### config.mk
export PLATFORM = sky130hd
export DESIGN_NAME = video_bringup_sequencer
export DESIGN_NICKNAME = d
export VERILOG_FILES = /design/src/rtl/video_bringup_sequencer.sv
export SDC_FILE = /design/constraint.sdc
export NUM_CORES = 1
export LEC_CHECK = 0
export ABC_AREA = 1
export BUFFER_PORTS_ARGS = -buffer_cell sky130_fd_sc_hd__buf_2
export CAP_MARGIN = 20
export CORE_MARGIN = 1
export CORE_UTILIZATION = 45
export CTS_BUF_LIST = sky130_fd_sc_hd__clkbuf_4 sky130_fd_sc_hd__clkbuf_8 sky130_fd_sc_hd__clkbuf_16
export DETAILED_ROUTE_END_ITERATION = 8
export HOLD_SLACK_MARGIN = 0.12
export PLACE_DENSITY_LB_ADDON = 0.1
export SLEW_MARGIN = 20
export SYNTH_ARGS = -nofsm -noshare
export SYNTH_HDL_FRONTEND = slang
export SYNTH_SLANG_ARGS = --single-unit
export TNS_END_PERCENT = 50
### constraint.sdc
create_clock -name i_clk -period 2.9 [get_ports i_clk]
set_input_delay 0.145 -clock i_clk [delete_from_list [all_inputs] [get_ports i_clk]]
set_output_delay 0.145 -clock i_clk [all_outputs]
set_load 0.005 [all_outputs]
### src/rtl/video_bringup_sequencer.sv
// Power-up/recovery sequencer: PLL lock qualify -> client init -> pipeline reset hold -> run; re-sequences on lock loss or client drop-out.
// Latency: lock seen 2 cycles after the pin, control outputs one cycle behind the state register; no backpressure, pure level handshake with clients.
module video_bringup_sequencer #(
  parameter int NUM_CLIENTS  = 3,
  parameter int LOCK_STABLE  = 1024,
  parameter int INIT_TIMEOUT = 1000000,
  parameter int HOLD_CYCLES  = 93750000
) (
  input  logic                   i_clk,
  input  logic                   i_rst_n,
  input  logic                   i_pll_locked,
  input  logic [NUM_CLIENTS-1:0] i_init_done,
  output logic                   o_init_req,
  output logic                   o_master_reset,
  output logic                   o_rd_en,
  output logic [2:0]             o_state,
  output logic                   o_init_fault,
  output logic [7:0]             o_relock_count
);

  localparam int LW = $clog2(LOCK_STABLE + 1);
  localparam int TW = $clog2(INIT_TIMEOUT + 1);
  localparam int HW = $clog2(HOLD_CYCLES + 1);

  localparam logic [LW-1:0] LOCK_MAX  = LW'(LOCK_STABLE);
  localparam logic [TW-1:0] TMO_MAX   = TW'(INIT_TIMEOUT);
  localparam logic [TW-1:0] TMO_LAST  = TW'(INIT_TIMEOUT - 1);
  localparam logic [HW-1:0] HOLD_MAX  = HW'(HOLD_CYCLES);
  localparam logic [HW-1:0] HOLD_LAST = HW'(HOLD_CYCLES - 1);

  typedef enum logic [2:0] {
    ST_PLL_WAIT = 3'd0,
    ST_INIT     = 3'd1,
    ST_HOLD     = 3'd2,
    ST_RUN      = 3'd3,
    ST_FAULT    = 3'd4
  } state_t;

  state_t          r_state;
  logic            r_lock_meta;
  logic            r_lock_s;
  logic [LW-1:0]   r_stable_cnt;
  logic [TW-1:0]   r_init_cnt;
  logic [HW-1:0]   r_hold_cnt;
  logic [7:0]      r_relock_cnt;
  logic            r_init_fault;
  logic            r_init_req;
  logic            r_master_reset;
  logic            r_rd_en;

  logic            w_all_done;

  assign w_all_done = &i_init_done;

  always_ff @(posedge i_clk or negedge i_rst_n) begin
    if (!i_rst_n) begin
      r_state        <= ST_PLL_WAIT;
      r_lock_meta    <= 1'b0;
      r_lock_s       <= 1'b0;
      r_stable_cnt   <= '0;
      r_init_cnt     <= '0;
      r_hold_cnt     <= '0;
      r_relock_cnt   <= '0;
      r_init_fault   <= 1'b0;
      r_init_req     <= 1'b0;
      r_master_reset <= 1'b1;
      r_rd_en        <= 1'b0;
    end else begin
      r_lock_meta <= i_pll_locked;
      r_lock_s    <= r_lock_meta;

      if (!r_lock_s)
        r_stable_cnt <= '0;
      else if (r_stable_cnt != LOCK_MAX)
        r_stable_cnt <= r_stable_cnt + 1'b1;

      // Timers only run in their own state, so they read zero on every entry.
      if (r_state != ST_INIT)
        r_init_cnt <= '0;
      else if (r_init_cnt != TMO_MAX)
        r_init_cnt <= r_init_cnt + 1'b1;

      if (r_state != ST_HOLD)
        r_hold_cnt <= '0;
      else if (r_hold_cnt != HOLD_MAX)
        r_hold_cnt <= r_hold_cnt + 1'b1;

      case (r_state)
        ST_PLL_WAIT: begin
          if (r_lock_s && (r_stable_cnt == LOCK_MAX))
            r_state <= ST_INIT;
        end
        ST_INIT, ST_HOLD, ST_RUN: begin
          if (!r_lock_s) begin
            r_state <= ST_PLL_WAIT;
            if (r_relock_cnt != 8'hFF)
              r_relock_cnt <= r_relock_cnt + 8'd1;
          end else begin
            case (r_state)
              ST_INIT: begin
                if (w_all_done)
                  r_state <= ST_HOLD;
                else if (r_init_cnt == TMO_LAST) begin
                  r_state      <= ST_FAULT;
                  r_init_fault <= 1'b1;
                end
              end
              ST_HOLD: begin
                if (!w_all_done)
                  r_state <= ST_INIT;
                else if (r_hold_cnt == HOLD_LAST)
                  r_state <= ST_RUN;
              end
              default: begin
                if (!w_all_done)
                  r_state <= ST_INIT;
              end
            endcase
          end
        end
        default: r_state <= ST_FAULT;
      endcase

      r_init_req     <= (r_state == ST_INIT) || (r_state == ST_HOLD) || (r_state == ST_RUN);
      r_master_reset <= (r_state != ST_RUN);
      r_rd_en        <= (r_state == ST_RUN);
    end
  end

  assign o_init_req     = r_init_req;
  assign o_master_reset = r_master_reset;
  assign o_rd_en        = r_rd_en;
  assign o_state        = r_state;
  assign o_init_fault   = r_init_fault;
  assign o_relock_count = r_relock_cnt;

endmodule

==> flow_metrics.py, run 1 <==
metrics = {
    "timing": {
        "fin_tns_setup_ns": 0,
        "time_the_final_worst_path_needs_with_i_o_delays_and_setup_ns": 1.73,
        "rsz0062_at_grt": "false",
        "max_slew.worst_pin.slew_ns": 0.947,
        "max-slew-margin-rel": 0.368,
        "drv_slew": 0,
        "report.final.hold_viol_count": 0,
        "worst_clock_skew_ns": 0.0124,
        "post-route-period-util": 0.598,
        "setup_viol": 0,
        "min_hold_slack_ns": 0.350,
        "fmax_mhz": 577,
    },
    "floorplanning": {
        "die_footprint_um2": 9690,
        "floorplan.initialDensity": 0.473,
        "die_width_um": 98.4,
        "row_count": 34,
        "chipHeight_um": 98.4,
        "placeable_area_um2": 8850,
        "io-pin-count": 21,
    },
    "min_path": {
        "hold_crit_start": "r_lock_meta",
        "timing.hold.worst.class": "reg2reg",
        "cells_on_worst_hold_path": 0,
        "worst_hold_path.endpoint": "r_lock_s",
    },
    "synthesis": {
        "synth_area_leaders": "sky130_fd_sc_hd__dfrtp_1 44%, sky130_fd_sc_hd__nand2_1 11%, sky130_fd_sc_hd__nor2_1 6.5%",
        "yosysTopAreaCell": "sky130_fd_sc_hd__dfrtp_1",
        "ys_types": 36,
        "syn-instance-count": 543,
        "synth_largest_type_area_fraction": 0.443,
        "syn_area_per_cell_um2": 7.71,
        "post_synth_instance_area_um2": 4180,
        "synth-warning-count": 0,
        "yosysSeqAreaShare": 0.449,
        "syn_nets": 556,
        "yosys_register_bits": 75,
    },
    "drt": {
        "dr.pass1.iters": 6,
        "drt-initial-drc-count": 186,
        "residual_antenna_violating_net_count_after_detailed_routing": 0,
        "route.detailed.drc": 0,
        "vias_per_instance": 5.17,
        "wire_per_inst_um": 12.6,
        "dr_total_vias": 3535,
        "wl_mm": 8.65,
    },
    "grt": {
        "grt_pass1_vias": 3464,
        "globalRoute.totalOverflow": 0,
        "first_pass_grt_wire_length_mm": 15.8,
        "grt_start_max_net_pins": 76,
        "antenna_violations_before_repair": 0,
        "track_usage": 0.202,
    },
    "cts": {
        "worst_setup_hold_path_clk_slew_ns": 0.08,
        "root_buffer": "sky130_fd_sc_hd__clkbuf_8",
        "clock_sinks": 75,
        "max-clock-path-buffers": 2,
        "cts.repair_timing.setup_buffer_count": 0,
        "clock_insertion_delay_worst_skew_ns": 0.34,
        "cts_tree": "done",
        "cts.htree.levels": 3,
        "cts-buffers-inserted": 9,
    },
    "critical_path": {
        "flop_to_flop_setup_slack_ns": 1.17,
        "path_class": "reg2reg",
        "arrival_ns": 2.00,
        "regToRegEndpoint": "r_hold_cnt[9]",
        "cp_top_family": "buffers and inverters",
        "cp_max_fanout": 21,
        "worst_r2r_path_depth": 5,
        "path_buf_inv": 2,
        "crit-reg2reg-launch": "o_state[0]",
        "cp_data_required_time_ns": 3.17,
        "critical-path-slowest-cell": "sky130_fd_sc_hd__inv_1",
        "worstSetupEndpointType": "flip-flop",
        "critical-path-max-stage-delay_ns": 0.50,
        "cpMostUsedCell": "sky130_fd_sc_hd__inv_1",
        "path_cells": "inv_1 > nand3_2 > inv_1 > o21ai_0 > a2bb2oi_1",
        "setup.worst_path.start_class": "flip-flop",
    },
    "placement": {
        "portBuffers": 20,
        "post-dp-hpwl_mm": 6.33,
        "globalplace.congestion": 0.843,
    },
    "pwr": {
        "p_leak_uw": 0.00207,
        "power.ir.vdd_worst_v": 0.000204,
        "p_per_cell_area_nw_per_um2": 434,
        "totalPowerFinal_uw": 2020,
    },
    "final_layout": {
        "design.final.nets": 584,
        "multi_input_gate_area_um2": 2000,
        "final-seq-area_um2": 1880,
        "layout.cells.most_common": "sky130_fd_sc_hd__nand2_1",
        "commonest_cells_after_routing_fill_and_taps_aside": "119 x sky130_fd_sc_hd__nand2_1, 74 x sky130_fd_sc_hd__dfrtp_1, 73 x sky130_fd_sc_hd__nor2_1, 68 x sky130_fd_sc_hd__inv_1, 38 x sky130_fd_sc_hd__nand3_1",
        "finish.utilization": 0.525,
        "share_of_cells_above_drive_strength_1": 0.144,
        "layout.filler_cells": 870,
        "area_growth_pct": 11.0,
        "num_antenna_cells": 0,
    },
    "run": {
        "max_cap_violations": 0,
    },
    "run_status": {
        "outcome": "finished clean",
    },
}
[cells in the mapped netlist (all sizes together)]
cell	instances
a21oi	35
a22oi	1
a2bb2oi	1
a31oi	2
a41oi	1
and3	1
buf	5
dfrtp	74
dfstp	1
ha	7
inv	74
mux2	1
nand2	130
nand3	41
nand3b	2
nand4	15
nor2	83
nor3	21
nor4	2
o21ai	34
o21bai	1
or2	3
xnor2	5
xor2	3
[registers in the layout, indices dropped and copies added, names as in the netlist]
signal,count
o_init_fault,1
o_init_req,1
o_master_reset,1
o_rd_en,1
o_relock_count,8
o_state,3
r_hold_cnt,27
r_init_cnt,20
r_lock_meta,1
r_lock_s,1
r_stable_cnt,11
[stage by stage]
| step | cell area, µm² | instances | worst slack [ns] |
|---|---|---|---|
| after floorplan | 4180 | 543 | 1.44 |
| after global placement | 4400 | 666 | 1.25 |
| after detailed placement | 4400 | 666 | 1.17 |
| after CTS | 4640 | 684 | 1.15 |
| after global routing | 4640 | 684 | 0.962 |
| final | 4640 | 684 | 1.17 |
[cells by family (layout without fill, tap and decap cells)]
| group | count (synthesis) | after routing | share of synthesized area |
|---|---|---|---|
| AO/OA/AOI/OAI | 75 | 75 | 0.0960 |
| XOR/XNOR | 8 | 8 | 0.0167 |
| adder cells (fa/ha/maj) | 7 | 7 | 0.0209 |
| buffers and inverters | 79 | 112 | 0.0724 |
| flip-flops | 75 | 75 | 0.449 |
| multiplexers | 1 | 1 | 0.00269 |
| AND/OR/NAND/NOR | 298 | 298 | 0.342 |
[final cells by class]
class / instances / area share
Clock inverter: 4 / 0.0159
Multi-Input combinational cell: 389 / 0.431
Inverter: 74 / 0.0598
Timing Repair Buffer: 22 / 0.0264
Sequential cell: 75 / 0.404
Clock buffer: 12 / 0.0329
Tap cell: 108 / 0.0291
[worst register-to-register path: stages (launching register included)]
cell and delay, ns:
sky130_fd_sc_hd__dfrtp_1 0.46, sky130_fd_sc_hd__inv_1 0.12, sky130_fd_sc_hd__nand3_2 0.16, sky130_fd_sc_hd__inv_1 0.50, sky130_fd_sc_hd__o21ai_0 0.26, sky130_fd_sc_hd__a2bb2oi_1 0.17
[routing by layer]
layer / share of wire / up-vias / GRT usage
met5: 0 / - / 0
met2: 0.45 / 57 / 0.322
li1: - / 1819 / -
met1: 0.50 / 1649 / 0.286
met4: 0.011 / 0 / 0.0620
met3: 0.031 / 10 / 0.0298
[power by group]
part           internal (µW)  total (µW)  switching, µW
clock                    528         918            390
combinational           12.4        42.1           29.7
sequential              1050        1060           6.57
total                   1590        2020            426
[worst max path at each step]
stage,slack [ns],start,depth (start not counted),to
after global placement,1.25,o_state[1],6,r_init_cnt[0]
after detailed placement,1.17,o_state[0],5,r_hold_cnt[9]
after global routing,0.96,o_state[0],5,r_hold_cnt[7]
final,1.17,o_state[0],5,r_hold_cnt[9]
after floorplan,1.44,o_relock_count[1],6,o_relock_count[1]
after CTS,1.15,o_state[0],5,r_hold_cnt[9]
[what timing repair did]
item,in CTS,in global routing
hold endpoints to repair,75,0
resized for setup,0,0
hold buffers,2,0
Note: power is estimated with default switching activity, not from simulation.
==> run 2: changes to the inputs <==
--- a/config.mk
+++ b/config.mk
@@ -5,7 +5,7 @@
 export SDC_FILE = /design/constraint.sdc
 export NUM_CORES = 1
 export LEC_CHECK = 0
-export ABC_AREA = 1
+export ABC_AREA = 0
 export BUFFER_PORTS_ARGS = -buffer_cell sky130_fd_sc_hd__buf_2
 export CAP_MARGIN = 20
 export CORE_MARGIN = 1
==> constraint.sdc (replaced) <==
create_clock -name i_clk -period 1.7 [get_ports i_clk]
set_input_delay 0.085 -clock i_clk [delete_from_list [all_inputs] [get_ports i_clk]]
set_output_delay 0.085 -clock i_clk [all_outputs]
set_load 0.005 [all_outputs]
==> run 2 against run 1 <==
  * The run now ends with setup timing left
  * Combinational power up 150%
  * Final area rose by 5.5%
  * Largest cell class unchanged
  * Final cell count is 13% lower
  * First-iteration DRC count fell by 48%
  * Largest power group unchanged
  * Maximum frequency shrank 5.9%
==> flow_metrics.py, run 2 <==
metrics = {
    "final_layout": {
        "area_growth_pct": 28.5,
        "design.final.nets": 497,
        "largest_registers": "r_hold_cnt (27), r_init_cnt (20), r_stable_cnt (11)",
        "commonest_cells_after_routing_fill_and_taps_aside": "73 x sky130_fd_sc_hd__dfrtp_1, 68 x sky130_fd_sc_hd__buf_4, 32 x sky130_fd_sc_hd__nor2_1, 27 x sky130_fd_sc_hd__nand2_1",
        "largest_register": "r_hold_cnt",
        "num_antenna_cells": 0,
        "layout.cells.most_common": "sky130_fd_sc_hd__dfrtp_1",
        "final_cells": 594,
        "share_of_cells_above_drive_strength_1": 0.284,
        "flip_flop_count_of_the_largest_register_after_layout": 27,
    },
    "placement": {
        "globalplace.congestion": 0.823,
        "post-dp-hpwl_mm": 6.01,
        "portBuffers": 20,
        "place.detailed.instances": 565,
    },
    "pwr": {
        "power.ir.vdd_worst_v": 0.000314,
        "p_per_cell_area_nw_per_um2": 642,
        "p_leak_uw": 0.00199,
    },
    "timing": {
        "worst_clock_skew_ns": 0.00900,
        "report.final.hold_viol_count": 0,
        "max_slew.worst_pin.slew_ns": 0.426,
        "time_the_final_worst_path_needs_with_i_o_delays_and_setup_ns": 1.84,
        "max-slew-margin-rel": 0.716,
        "drv_slew": 0,
        "rsz0062_at_grt": "true",
        "fmax_mhz": 543,
        "fin_tns_setup_ns": -0.691,
        "setup_viol": 10,
        "post-route-period-util": 1.08,
        "worst_slack_ns": -0.143,
    },
    "synthesis": {
        "post-synth-top-count-cell": "sky130_fd_sc_hd__dfrtp_1",
        "syn_nets": 406,
        "synth_top_flop_cell": "sky130_fd_sc_hd__dfrtp_1",
        "yosysTopAreaCell": "sky130_fd_sc_hd__dfrtp_1",
        "synthArstFlopShare": 1.00,
        "synth-warning-count": 0,
        "post_synth_instance_area_um2": 3810,
        "synth_edf_count": 0,
        "ys_types": 40,
        "yosys_register_bits": 75,
        "synth_area_leaders": "sky130_fd_sc_hd__dfrtp_1 49%, sky130_fd_sc_hd__xnor2_1 4.4%, sky130_fd_sc_hd__xor2_1 3.4%",
        "syn_area_per_cell_um2": 9.70,
        "synth_top_cells_by_count": "74 x sky130_fd_sc_hd__dfrtp_1, 32 x sky130_fd_sc_hd__nor2_1, 28 x sky130_fd_sc_hd__nand2_1",
        "syn-instance-count": 393,
        "synth_largest_type_area_fraction": 0.486,
        "yosysSeqAreaShare": 0.492,
    },
    "drt": {
        "dr_total_vias": 3273,
        "vias_per_instance": 5.51,
        "wl_mm": 8.76,
        "drt-initial-drc-count": 97,
        "residual_antenna_violating_net_count_after_detailed_routing": 0,
        "route.detailed.drc": 0,
        "dr.pass1.iters": 5,
        "wire_per_inst_um": 14.8,
    },
    "critical_path": {
        "critical-path-max-stage-delay_ns": 0.53,
        "cp_data_required_time_ns": 1.98,
        "worstSetupEndpointType": "flip-flop",
        "setup.worst_path.start_class": "flip-flop",
        "critical-path-slowest-cell": "sky130_fd_sc_hd__or4_4",
        "path_cells": "nand3_2 > or4_4 > buf_6 > or4_4 > a21oi_2",
        "path_class": "reg2reg",
        "cp_max_fanout": 8,
        "cpMostUsedCell": "sky130_fd_sc_hd__or4_4",
        "arrival_ns": 2.12,
    },
    "run_status": {
        "outcome": "complete, but fails checks",
        "failed_checks": "setup timing",
    },
    "min_path": {
        "timing.hold.worst.class": "in2async",
    },
    "floorplanning": {
        "die_width_um": 94.1,
        "chipHeight_um": 94.1,
        "die_footprint_um2": 8850,
        "placeable_area_um2": 8220,
        "row_count": 33,
        "floorplan.initialDensity": 0.464,
        "io-pin-count": 21,
    },
    "grt": {
        "grt_pass1_vias": 3247,
        "grt_start_max_net_pins": 33,
        "antenna_violations_before_repair": 0,
        "track_usage": 0.222,
        "first_pass_grt_wire_length_mm": 15.1,
        "globalRoute.totalOverflow": 0,
    },
    "cts": {
        "cts-buffers-inserted": 9,
        "max-clock-path-buffers": 2,
        "clock_sinks": 75,
        "cts_tree": "done",
        "cts.htree.levels": 3,
        "worst_setup_hold_path_clk_slew_ns": 0.08,
        "root_buffer": "sky130_fd_sc_hd__clkbuf_8",
        "clock_insertion_delay_worst_skew_ns": 0.35,
    },
    "run": {
        "max_cap_violations": 0,
    },
}
run 2: cell count changes after synthesis, sizes merged, moves of 14 or more:
cell,delta
nor2,-51
o21ai,-20
nand3,-15
inv,-60
nand2,-102
xnor2,+14
run 2: final timing paths:
check                          startpoint        endpoint  slack [ns]  depth (start not counted)
hold / removal                    i_rst_n   r_init_cnt[0]        0.21                          2
setup / recovery           r_hold_cnt[13]  r_hold_cnt[22]       -0.14                          5
setup reg to reg           r_hold_cnt[13]  r_hold_cnt[22]       -0.14                          5
hold reg to reg               r_lock_meta        r_lock_s        0.38                          0
min in group i_clk         i_init_done[2]      o_state[0]        0.27                          4
max in group asynchronous         i_rst_n  r_hold_cnt[23]        0.90                          3
run 2: stage by stage:
stage / cell area [µm²] / worst slack [ns] / power [µW] / utilization / hold WS [ns]
2_1_floorplan: 3820 / -0.131 / 1860 / - / -0.211
3_3_place_gp: 4460 / -0.0811 / 1930 / 0.542 / 0.0516
4_1_cts: 4800 / -0.140 / 3200 / 0.584 / 0.215
3_5_place_dp: 4460 / -0.138 / 1940 / 0.542 / 0.0547
5_1_grt: 4900 / -0.206 / 3290 / 0.596 / 0.244
6_report: 4900 / -0.143 / 3140 / 0.596 / 0.210
run 2: cells by family after synthesis:
kind of cell	count (synthesis)	share of synthesized area
xor gates and xnor gates	34	0.0781
and+or+nand+nor	190	0.281
adders and majority gates	7	0.0230
AOI/OAI and AO/OA	55	0.0837
buffers and inverters	27	0.0282
DFF	75	0.492
muxes	5	0.0135
run 2: layout make-up:
| class | count | area (µm²) |
|---|---|---|
| Fill cell | 748 | 3320 |
| Inverter | 14 | 52.6 |
| Multi-Input combinational cell | 291 | 1990 |
| Clock buffer | 10 | 131 |
| Sequential cell | 75 | 1880 |
| Tap cell | 105 | 131 |
| Clock inverter | 6 | 42.5 |
| Timing Repair Buffer | 93 | 677 |
run 2: critical path, delay by kind of cell (launching register included):
family,cells,cell delay (ns)
AO/OA/AOI/OAI,1,0.14
AND/OR/NAND/NOR,3,1.09
flip-flops,1,0.39
buffers and inverters,1,0.15
run 2: power breakdown:
group          internal, µW  switching [µW]  total (µW)
registers              1790            7.42        1800
clock network           543             696        1240
logic                  40.5            64.3         105
total                  2380             767        3140
run 2: timing repair:
action	in CTS	in global routing
pin swaps	13	3
gates resized for setup	18	15
cloned	1	0
endpoints found under the hold margin	77	0
hold buffers	4	0
setup endpoints to repair	16	27
setup buffers	5	3
run 2: layer usage:
| layer | share of wire | global-route usage | wire length (µm) | vias up |
|---|---|---|---|---|
| li1 | - | - | - | 1603 |
| met1 | 0.48 | 0.293 | 4170 | 1627 |
| met2 | 0.49 | 0.367 | 4260 | 35 |
| met3 | 0.026 | 0.0413 | 229 | 8 |
| met4 | 0.012 | 0.0731 | 103 | 0 |
| met5 | 0 | 0 | 0 | - |
==> run 3: changes to the inputs <==
--- a/config.mk
+++ b/config.mk
@@ -8,14 +8,16 @@
 export ABC_AREA = 0
 export BUFFER_PORTS_ARGS = -buffer_cell sky130_fd_sc_hd__buf_2
 export CAP_MARGIN = 20
+export CORE_ASPECT_RATIO = 2
 export CORE_MARGIN = 1
 export CORE_UTILIZATION = 45
 export CTS_BUF_LIST = sky130_fd_sc_hd__clkbuf_4 sky130_fd_sc_hd__clkbuf_8 sky130_fd_sc_hd__clkbuf_16
 export DETAILED_ROUTE_END_ITERATION = 8
 export HOLD_SLACK_MARGIN = 0.12
 export PLACE_DENSITY_LB_ADDON = 0.1
+export RECOVER_POWER = 50
 export SLEW_MARGIN = 20
 export SYNTH_ARGS = -nofsm -noshare
 export SYNTH_HDL_FRONTEND = slang
 export SYNTH_SLANG_ARGS = --single-unit
-export TNS_END_PERCENT = 50
+export TNS_END_PERCENT = 100
==> run 3 against run 2 <==
  * The flow still finishes with violations (setup timing)
  * Final cell count is 0.17% higher
  * Register-to-register slack about the same
  * Non-clock buffer count increased by 8
==> flow_metrics.py, run 3 (synthesized netlist as in run 2, its figures left out) <==
metrics = {
    "critical_path": {
        "cp_data_required_time_ns": 1.96,
        "setup.worst_path.start_class": "flip-flop",
        "critical-path-max-stage-delay_ns": 0.51,
        "cp_top_family": "simple AND/OR/NAND/NOR gates",
        "crit-reg2reg-launch": "r_hold_cnt[8]",
        "worstSetupEndpointType": "flip-flop",
        "path_cells": "nand4_1 > buf_4 > or4b_4 > or4_4 > a21oi_2",
        "cp_max_fanout": 6,
        "arrival_ns": 2.11,
        "critical_path_cell_count": 5,
        "critical-path-slowest-cell": "sky130_fd_sc_hd__or4b_4",
        "path_buf_inv": 1,
        "worst_r2r_path_depth": 5,
        "regToRegEndpoint": "r_hold_cnt[17]",
        "path_class": "reg2reg",
        "flop_to_flop_setup_slack_ns": -0.15,
    },
    "floorplanning": {
        "chipHeight_um": 132,
        "row_count": 47,
        "die_footprint_um2": 8870,
        "placeable_area_um2": 8230,
        "die_width_um": 67.1,
        "floorplan.initialDensity": 0.463,
        "io-pin-count": 21,
    },
    "grt": {
        "globalRoute.totalOverflow": 0,
        "first_pass_grt_wire_length_mm": 16.2,
        "antenna_violations_before_repair": 0,
        "grt_start_max_net_pins": 35,
        "grt_pass1_vias": 3617,
        "track_usage": 0.242,
    },
    "run": {
        "max_cap_violations": 0,
    },
    "timing": {
        "worst_slack_ns": -0.151,
        "report.final.hold_viol_count": 0,
        "max-slew-margin-rel": 0.205,
        "fin_tns_setup_ns": -0.754,
        "time_the_final_worst_path_needs_with_i_o_delays_and_setup_ns": 1.85,
        "drv_slew": 0,
        "worst_clock_skew_ns": 0.00651,
        "max_slew.worst_pin.slew_ns": 1.19,
        "setup_viol": 11,
        "post-route-period-util": 1.09,
        "rsz0062_at_grt": "true",
        "fmax_mhz": 540,
    },
    "cts": {
        "cts.htree.levels": 3,
        "clock_insertion_delay_worst_skew_ns": 0.33,
        "root_buffer": "sky130_fd_sc_hd__clkbuf_16",
        "max-clock-path-buffers": 2,
        "clock_sinks": 75,
        "cts-buffers-inserted": 9,
        "worst_setup_hold_path_clk_slew_ns": 0.06,
        "cts_tree": "done",
    },
    "pwr": {
        "power.ir.vdd_worst_v": 0.000576,
        "p_leak_uw": 0.00210,
        "p_per_cell_area_nw_per_um2": 747,
    },
    "drt": {
        "wire_per_inst_um": 16.3,
        "drt-initial-drc-count": 165,
        "residual_antenna_violating_net_count_after_detailed_routing": 0,
        "wl_mm": 9.68,
        "route.detailed.drc": 0,
        "dr.pass1.iters": 4,
        "vias_per_instance": 5.61,
        "dr_total_vias": 3340,
    },
    "placement": {
        "globalplace.congestion": 0.872,
        "dp_slack_ns": -0.176,
        "portBuffers": 20,
        "post-dp-hpwl_mm": 7.17,
    },
    "min_path": {
        "worst_hold_path.endpoint": "o_state[0]",
        "cells_on_worst_hold_path": 4,
        "timing.hold.worst.class": "in2reg",
        "hold_crit_start": "i_init_done[0]",
    },
    "final_layout": {
        "area_growth_pct": 32.8,
        "layout.cells.most_common": "sky130_fd_sc_hd__buf_4",
        "commonest_cells_after_routing_fill_and_taps_aside": "71 x sky130_fd_sc_hd__buf_4, 70 x sky130_fd_sc_hd__dfrtp_1, 32 x sky130_fd_sc_hd__nor2_1, 27 x sky130_fd_sc_hd__nand2_1, 22 x sky130_fd_sc_hd__a21oi_1",
        "largest_register": "r_hold_cnt",
        "flip_flop_count_of_the_largest_register_after_layout": 27,
        "largest_registers": "r_hold_cnt (27), r_init_cnt (20), r_stable_cnt (11)",
        "design.final.nets": 505,
        "num_antenna_cells": 0,
        "share_of_cells_above_drive_strength_1": 0.312,
    },
    "run_status": {
        "failed_checks": "setup timing",
        "outcome": "complete, but fails checks",
    },
}
run 3: cell types whose count changed in the layout (fill, tap and decap cells not counted), moves of 3 or more:
cell / change
sky130_fd_sc_hd__clkbuf_8: -9
sky130_fd_sc_hd__dfrtp_1: -3
sky130_fd_sc_hd__clkbuf_16: +9
sky130_fd_sc_hd__nand3_1: -3
sky130_fd_sc_hd__buf_6: +4
sky130_fd_sc_hd__buf_4: +3
sky130_fd_sc_hd__clkinvlp_4: -3
sky130_fd_sc_hd__dfrtp_2: +3
run 3: per-stage QoR:
step | total power (µW) | cells | hold WS (ns) | util | cell area [µm²]
2_1_floorplan | 1860 | 393 | -0.211 | - | 3850
3_3_place_gp | 1940 | 569 | -0.00292 | 0.554 | 4560
3_5_place_dp | 1940 | 569 | 0.000189 | 0.554 | 4560
4_1_cts | 3840 | 593 | 0.179 | 0.608 | 5000
5_1_grt | 3930 | 595 | 0.305 | 0.615 | 5060
6_report | 3790 | 595 | 0.272 | 0.615 | 5060
run 3: final cells by class:
cell class	instances	area (µm²)
inverters	14	52.6
repair buffers	101	732
flip-flops and latches	75	1880
clock inverters	7	68.8
fillers	712	3170
multi-input cells	291	1980
clock buffers	9	225
well taps	98	123
run 3: metal layers:
layer  share of wire  GRT usage  vias up
met3           0.017     0.0355       21
li1                -          -     1624
met2            0.59      0.456       38
met4           0.032      0.110        0
met5               0          0        -
met1            0.36      0.246     1657
run 3: timing repair:
action | CTS | global route
hold buffers | 4 | 0
endpoints found under the setup margin | 19 | 24
hold endpoints to repair | 76 | 0
pin swaps | 14 | 6
resized for setup | 20 | 15
gates cloned | 1 | 0
setup buffers | 3 | 2
run 3: where the power goes:
| part | switching, µW | leakage [µW] | internal, µW |
|---|---|---|---|
| Combinational | 64.7 | 0.000938 | 36.6 |
| Sequential | 8.18 | 0.00102 | 1800 |
| Clock | 750 | 0.000141 | 1130 |
run 3: tightest hold or removal path, delay by kind of cell:
kind | cells | cell delay (ns)
compound gates | 1 | 0.15
simple gates | 2 | 0.21
buf+inv | 1 | 0.10
run 3: how the worst max path moves through the flow:
| stage | start | to | slack (ns) |
|---|---|---|---|
| 6_report | r_hold_cnt[8] | r_hold_cnt[17] | -0.15 |
| 5_1_grt | r_hold_cnt[8] | r_hold_cnt[17] | -0.19 |
| 4_1_cts | r_hold_cnt[10] | r_hold_cnt[17] | -0.13 |
| 3_5_place_dp | o_state[2] | o_init_fault | -0.18 |
| 3_3_place_gp | o_state[2] | o_init_fault | -0.16 |
| 2_1_floorplan | r_hold_cnt[12] | r_hold_cnt[20] | -0.13 |
